**src/rtl/satatrn_txmux.sv**
```systemverilog
// satatrn_txmux: packet-atomic FIS mux merging register channels and a gated,
// auto-split DATA payload source into one 32-bit stream toward the link layer.
module satatrn_txmux #(
  parameter int NREG = 2,
  parameter int LGMAXDATA = 11,
  parameter bit OPT_RR = 1'b1,
  parameter bit OPT_LOWPOWER = 1'b0
) (
  input  logic                i_phy_clk,
  input  logic                i_phy_reset_n,
  input  logic [NREG-1:0]     i_reg_valid,
  output logic [NREG-1:0]     o_reg_ready,
  input  logic [32*NREG-1:0]  i_reg_data,
  input  logic [NREG-1:0]     i_reg_last,
  input  logic                i_txgate,
  input  logic                i_data_valid,
  output logic                o_data_ready,
  input  logic [31:0]         i_data_data,
  input  logic                i_data_last,
  output logic                o_valid,
  input  logic                i_ready,
  output logic [31:0]         o_data,
  output logic                o_last,
  output logic                o_busy
);
  localparam int IW = (NREG > 1) ? $clog2(NREG) : 1;
  localparam logic [1:0] S_IDLE = 2'd0, S_REG = 2'd1, S_DATA = 2'd2;
  logic [1:0] state, nstate, gsync;
  logic [IW-1:0] sel, rr, win, cur;
  logic [IW:0] j;
  logic found, free, data_win, take, rlast, dend, nlast;
  logic [31:0] rdata, ndata;
  logic [LGMAXDATA-1:0] cnt;
  assign free = !o_valid || i_ready;
  assign data_win = gsync[1] && i_data_valid;
  assign o_busy = state != S_IDLE;
  assign o_data_ready = state == S_DATA && free;
  assign cur = state == S_REG ? sel : win;
  assign rdata = i_reg_data[{cur, 5'd0} +: 32];
  assign rlast = i_reg_last[cur];
  // a full-size FIS is closed on the last counter value even without i_data_last
  assign dend = i_data_last || &cnt;
  // scan from the lowest priority upward so the highest-priority candidate is assigned last
  always_comb begin
    win = '0;
    found = 1'b0;
    j = '0;
    for (int i = NREG - 1; i >= 0; i--) begin
      j = OPT_RR ? {1'b0, rr} + (IW+1)'(i) : (IW+1)'(i);
      j = j >= (IW+1)'(NREG) ? j - (IW+1)'(NREG) : j;
      if (i_reg_valid[j[IW-1:0]]) begin
        win = j[IW-1:0];
        found = 1'b1;
      end
    end
  end
  always_comb begin
    o_reg_ready = '0;
    if (free && (state == S_REG || (state == S_IDLE && !data_win && found))) o_reg_ready[cur] = 1'b1;
  end
  assign take = state == S_IDLE ? (data_win || found) : state == S_REG ? i_reg_valid[sel] : i_data_valid;
  assign ndata = state == S_DATA ? i_data_data : (state == S_IDLE && data_win) ? 32'h0000_0046 : rdata;
  assign nlast = state == S_DATA ? dend : !(state == S_IDLE && data_win) && rlast;
  assign nstate = state == S_IDLE ? (data_win ? S_DATA : (found && !rlast) ? S_REG : S_IDLE) :
                  !take ? state :
                  state == S_REG ? (rlast ? S_IDLE : S_REG) : (dend ? S_IDLE : S_DATA);
  always_ff @(posedge i_phy_clk or negedge i_phy_reset_n) begin
    if (!i_phy_reset_n) begin
      gsync <= '0;
      state <= S_IDLE;
      sel <= '0;
      rr <= '0;
      cnt <= '0;
      o_valid <= 1'b0;
      o_data <= '0;
      o_last <= 1'b0;
    end else begin
      gsync <= {gsync[0], i_txgate};
      if (free) begin
        state <= nstate;
        o_valid <= take;
        if (take || OPT_LOWPOWER) begin
          o_data <= take ? ndata : '0;
          o_last <= take && nlast;
        end
        if (state == S_IDLE && data_win) cnt <= '0;
        else if (state == S_DATA && take) cnt <= cnt + 1'b1;
        if (state == S_IDLE && !data_win && found) begin
          sel <= win;
          if (OPT_RR) rr <= win == IW'(NREG - 1) ? '0 : win + 1'b1;
        end
      end
    end
  end
endmodule

```
**config.mk**
```make
export PLATFORM = sky130hd
export DESIGN_NAME = satatrn_txmux
export DESIGN_NICKNAME = d
export VERILOG_FILES = /design/src/rtl/satatrn_txmux.sv
export SDC_FILE = /design/constraint.sdc
export NUM_CORES = 1
export LEC_CHECK = 0
export CAP_MARGIN = 20
export CELL_PAD_IN_SITES_DETAIL_PLACEMENT = 2
export CELL_PAD_IN_SITES_GLOBAL_PLACEMENT = 2
export CORE_MARGIN = 2
export CORE_UTILIZATION = 38
export DETAILED_ROUTE_END_ITERATION = 12
export DONT_BUFFER_PORTS = 1
export PLACE_DENSITY = 0.88
export SLEW_MARGIN = 30
export SYNTH_ARGS = -nofsm -noshare
export SYNTH_HDL_FRONTEND = slang
export SYNTH_SLANG_ARGS = --single-unit
```
**constraint.sdc**
```tcl
create_clock -name i_phy_clk -period 2.4 [get_ports i_phy_clk]
set_input_delay 0.48 -clock i_phy_clk [delete_from_list [all_inputs] [get_ports i_phy_clk]]
set_output_delay 0.48 -clock i_phy_clk [all_outputs]
set_load 0.03 [all_outputs]
```
# Word level (Yosys, flattened, before mapping)
# Cells that the tools add are included.
# totals
ff_bits,51
latch_bits,0
ramBits,0
rom_bits,0
input_bits,106
out_inout_bits,38
word_cells,84
n_memories,0
# classes
n_addsub,5
n_mul,0
div_mod_pow,0
order_cmp,7
n_eq_ne,2
shifts,1
n_mux,33
bitwise,0
reduce_logical,28
# op_table
cell,n
$mux 32,2
$shiftx 64x7->32,1
$mux 1,22
$mux 11,2
$mux 2,6
$add 11x1->11 const B,1
$logic_and 1x1->1,11
$reduce_and 11->1,1
$lt 1x2->1 const B,4
$reduce_and 2->1,4
$reduce_bool 2->1,3
$logic_not 1->1,4
$logic_or 1x1->1,4
$add 1x1->2 const B,1
$eq 2x1->1 const B,1
$eq 2x2->1 const B,1
$ge 1x2->1 const B,1
$ge 2x2->1 const B,1
$logic_not 2->1,1
$sub 1x1->1 const B,2
$add 1x1->1 const B,1
$demux 1 s1,1
$ge 1x1->1 const B,1

# Longest topological paths before layout
# depth
ltp_word,15
depth_mapped,8
mapped_depth_nobuf,5

# Least setup slack after synthesis
# OpenSTA, ideal clock, no wires.
# synth_timing
kind,input-to-output
startpoint,input i_reg_valid[1]
endpoint,output o_reg_ready[1]
arrival_ps,2097
path_slack_ps,-177
cell_stages,5
cell_sequence,buf_2 > clkbuf_1 > o2bb2ai_1 > or3_1 > a211oi_1
# synth_between
elab_chain_len,10
word_cells_on_any_way,18
cone_classes,order compare (2); mux (12); reduce/logical (4)
# synth_lines
element,line_no,text
"start, declared",11,"input logic [NREG-1:0] i_reg_valid,"
$mux 1 (implied by the code) (2 in a row),51,if (i_reg_valid[j[IW-1:0]]) begin
$mux 1 (2 in a row),51,
$mux 1,38,assign cur = state == S_REG ? sel : win;
$lt 1x2->1 (implied by the code) / $ge 1x1->1 (equally long branches),59,if (free && (state == S_REG || (state == S_IDLE && !data_win && found))) o_reg_ready[cur] = 1'b1;
$logic_and 1x1->1 (implied by the code),59,
$mux 1 (implied by the code),59,
$demux 1 s1,59,
$mux 2 *,59,
"end, declared",12,"output logic [NREG-1:0] o_reg_ready,"
# Every way passes the cells marked *; elsewhere a longest branch is shown, timed or not. The select of a mux whose other input is x is not followed.

# Worst setup path after layout
# layout_timing
startpoint,register gsync[1]
endpoint,output o_reg_ready[1]
# layout_between
elab_chain_len,7
# layout_lines
element,line_no,text
"start, declared",28,"logic [1:0] state, nstate, gsync;"
"start signal, assigned",78,"gsync <= {gsync[0], i_txgate};"
$logic_and 1x1->1,35,assign data_win = gsync[1] && i_data_valid;
$logic_not 1->1,59,
$logic_and 1x1->1 (2 in a row),59,
$logic_or 1x1->1,59,
$logic_and 1x1->1,59,
$mux 2,59,
# Every way passes these cells.

==> results.md <==
* Number of global-route vias before repair at about 4.6k
* Fin crit share at a little over nine tenths
* Post-route minimum period at about 2300 ps
* WL met1 at 5.62 mm
* Initial antenna violation count at 0
* Routed wl met3 at 1.13 mm
* DIE AREA at 11300 um2
* P per Cell Area at ~1400 nW/um2
* Post-layout util at 41.6%
* Crit path DAT at 1790 ps
* DR vias at slightly below 4k
* Reg2reg end: o_data[28]
* Row count at 37
* Largest net degree at the start of global routing at 71
* Initial core utilization at around two fifths
* Clock sink total at 51
* Bufs on Longest Clock Path at 2
* CP Class: reg -> out
* FMAX at approximately 440 MHz
* CTS Root Buffer Type: clkbuf_8
* Setup_tns at 0 ps
* Post-synth EDFFs at 0
* GRT Util Overall at a little over a quarter
* Mapped cell area at roughly 4000 um2
* DP Wirelength at 10.3 mm
* Startpoint Class: flop
* Outcome: finished, final reports clean
* Sw power at approximately 3100 uW
* Avg Inst Size Synth at 7.70 um2
* Clock latency on the worst-skew pair at 320 ps
* Peak VDD IR at between 0.3 and 0.4 mV
* Most common cell after layout, fill and taps aside: nand2_1
* Share of layout cells above drive strength 1 at just under 9%
* Die Ht at ~110 um
* CORE AREA at about 10000 um2
* Sw Share at between 50 and 60%
* Unrepaired setup endpoints after global routing: false
* Internal power at around 2800 uW
* Number of synthesized register bits at 51
* Combinational power share at between 50% and 60%
* I/O Pins at around 140
* Final wirelength at between 10 and 15 mm
* Slew Viols, Final at 0
* WL per Instance at roughly 23 um
* Worst rel slew slack at between 50% and 60%
* Router iterations before antenna repair at 4
* Reg clk slew, reported paths at approximately 100 ps
* Clock power share at about 13%
* WP data required at approximately 1900 ps
* Final Skew at ~8.6 ps
* Overall Power at roughly 5900 uW
* Worst Path Max Fanout at 7
* H-tree depth at 2
* First-pass GRT wire length at roughly 24 mm
* Mapped Cells at roughly 520
* Number of antenna diodes at 0
* Top Metal Used: met4
* Reg-to-reg critical path startpoint: state[1]
* Max-cap viol count at 0
* P&R area growth vs syn at 6.79%
* Seq pwr share at a little under two fifths
* Synth async-reset ratio at 100%
* Setup violations, final at 0
* Slew @ Worst Pin at roughly 700 ps
* DRC errors left at 0
* TritonCTS Buffers at 5
* Starting DRT DRC Count at around 160
* Seq/Total Area, Yosys at about a third
* Gr ovfl total at 0
* Top_reg_cell synth: dfrtp_1
* Synth Warn # at 0
* Yosys cell types at 44
* Register-to-register setup slack at approximately 400 ps
* Final GP Congestion at 0.838
* Synthesized Nets at approximately 620
* Leakage power at 0.00169 uW
* Crit. End Element: primary output
* DIE WIDTH at approximately 110 um
* CTS tree: yes
* Worst hold path class: in -> async
* Path depth of the worst reg2reg path at 4
* Via density at about 6.3
* Hold Fails Final Rpt at 0
* DR WL met2 at 7.48 mm
* Antenna Nets Post-Route at 0
* Nets at between 500 and 600
* Most frequent cells in the layout: nand2_1, dfrtp_1, a21oi_1
* IO buf count at 0
-- sequential cells by signal (all words and copies together), names as in the netlist --
name,cells
o_last,1
sel,1
o_valid,1
gsync,2
state,2
o_data,32
cnt,11
rr,1
-- layout make-up --
type / count / area [um2]
tap: 136 / 170
fill: 1181 / 5980
sequential: 51 / 1280
clock buffer: 6 / 72.6
clock inverter: 2 / 60.1
multi-input combinational: 378 / 2360
inverter: 36 / 135
timing repair buffer: 19 / 175
-- power by group through the flow --
stage / clock network, uW / logic (uW) / registers (uW)
detailed placement: 0 / 2980 / 2190
floorplan: 0 / 2320 / 2010
finish: 738 / 2990 / 2170
global route: 784 / 3360 / 2230
global placement: 0 / 2760 / 2160
CTS: 753 / 3020 / 2180
-- synthesized netlist by cell type, types with 4 or more instances --
cell type | n | area share (%)
a211oi_1 | 37 | 7.0
a21oi_1 | 39 | 4.9
a31oi_1 | 30 | 4.7
and3_1 | 4 | 0.63
and4_1 | 30 | 6.6
buf_2 | 14 | 1.8
clkbuf_1 | 33 | 3.1
dfrtp_1 | 51 | 32
inv_1 | 36 | 3.4
nand2_1 | 70 | 6.6
nand2b_1 | 36 | 5.7
nand3_1 | 5 | 0.63
nor2_1 | 11 | 1.0
nor3_1 | 31 | 3.9
o21ai_0 | 7 | 0.88
o2bb2ai_1 | 4 | 0.88
o31ai_1 | 33 | 6.2
-- what timing repair did --
item	CTS	global route
buffers inserted	0	0
resized for setup	0	2
hold endpoints to repair	51	0
hold buffers	1	0
endpoints found under the setup margin	0	2
-- through the flow --
| stage | setup slack, ps | instances | instance area (um2) | hold slack (ps) |
|---|---|---|---|---|
| floorplan | 87.5 | 517 | 3990 | 184 |
| global placement | 467 | 619 | 4090 | 187 |
| detailed placement | 310 | 619 | 4090 | 187 |
| CTS | 33.7 | 628 | 4250 | 11.1 |
| global route | 62.2 | 628 | 4250 | 2.33 |
| finish | 134 | 628 | 4250 | 7.60 |
-- cells by family after synthesis --
group / after synthesis / synth area share (%)
and+or+nand+nor: 206 / 28.5
AOI/OAI and AO/OA: 165 / 28.2
buffers and inverters: 88 / 9.49
DFF: 51 / 32.1
xor gates and xnor gates: 3 / 0.660
muxes: 3 / 0.786
adders and majority gates: 1 / 0.314
-- routing by layer --
metal	global-route usage [%]	up-vias
met5	0	-
met4	9.02	0
met2	47.6	112
met1	29.4	1977
met3	8.77	26
li1	-	1842
-- worst max path at each step --
stage,startpoint,endpoint,cells after the start
after floorplan,i_reg_valid[1],o_reg_ready[1],5
after detailed placement,state[1],o_data[28],4
final,gsync[1],o_reg_ready[1],4
after global routing,gsync[1],o_reg_ready[1],4
after global placement,state[0],o_reg_ready[1],3
after CTS,state[0],o_reg_ready[1],3
-- critical path, stage by stage, from the launching register on --
cell	delay, ps
dfrtp_1	480
o2bb2ai_1	180
or3_1	360
a211oi_2	250
buf_4	200
Note: power is estimated with default switching activity, not from simulation.
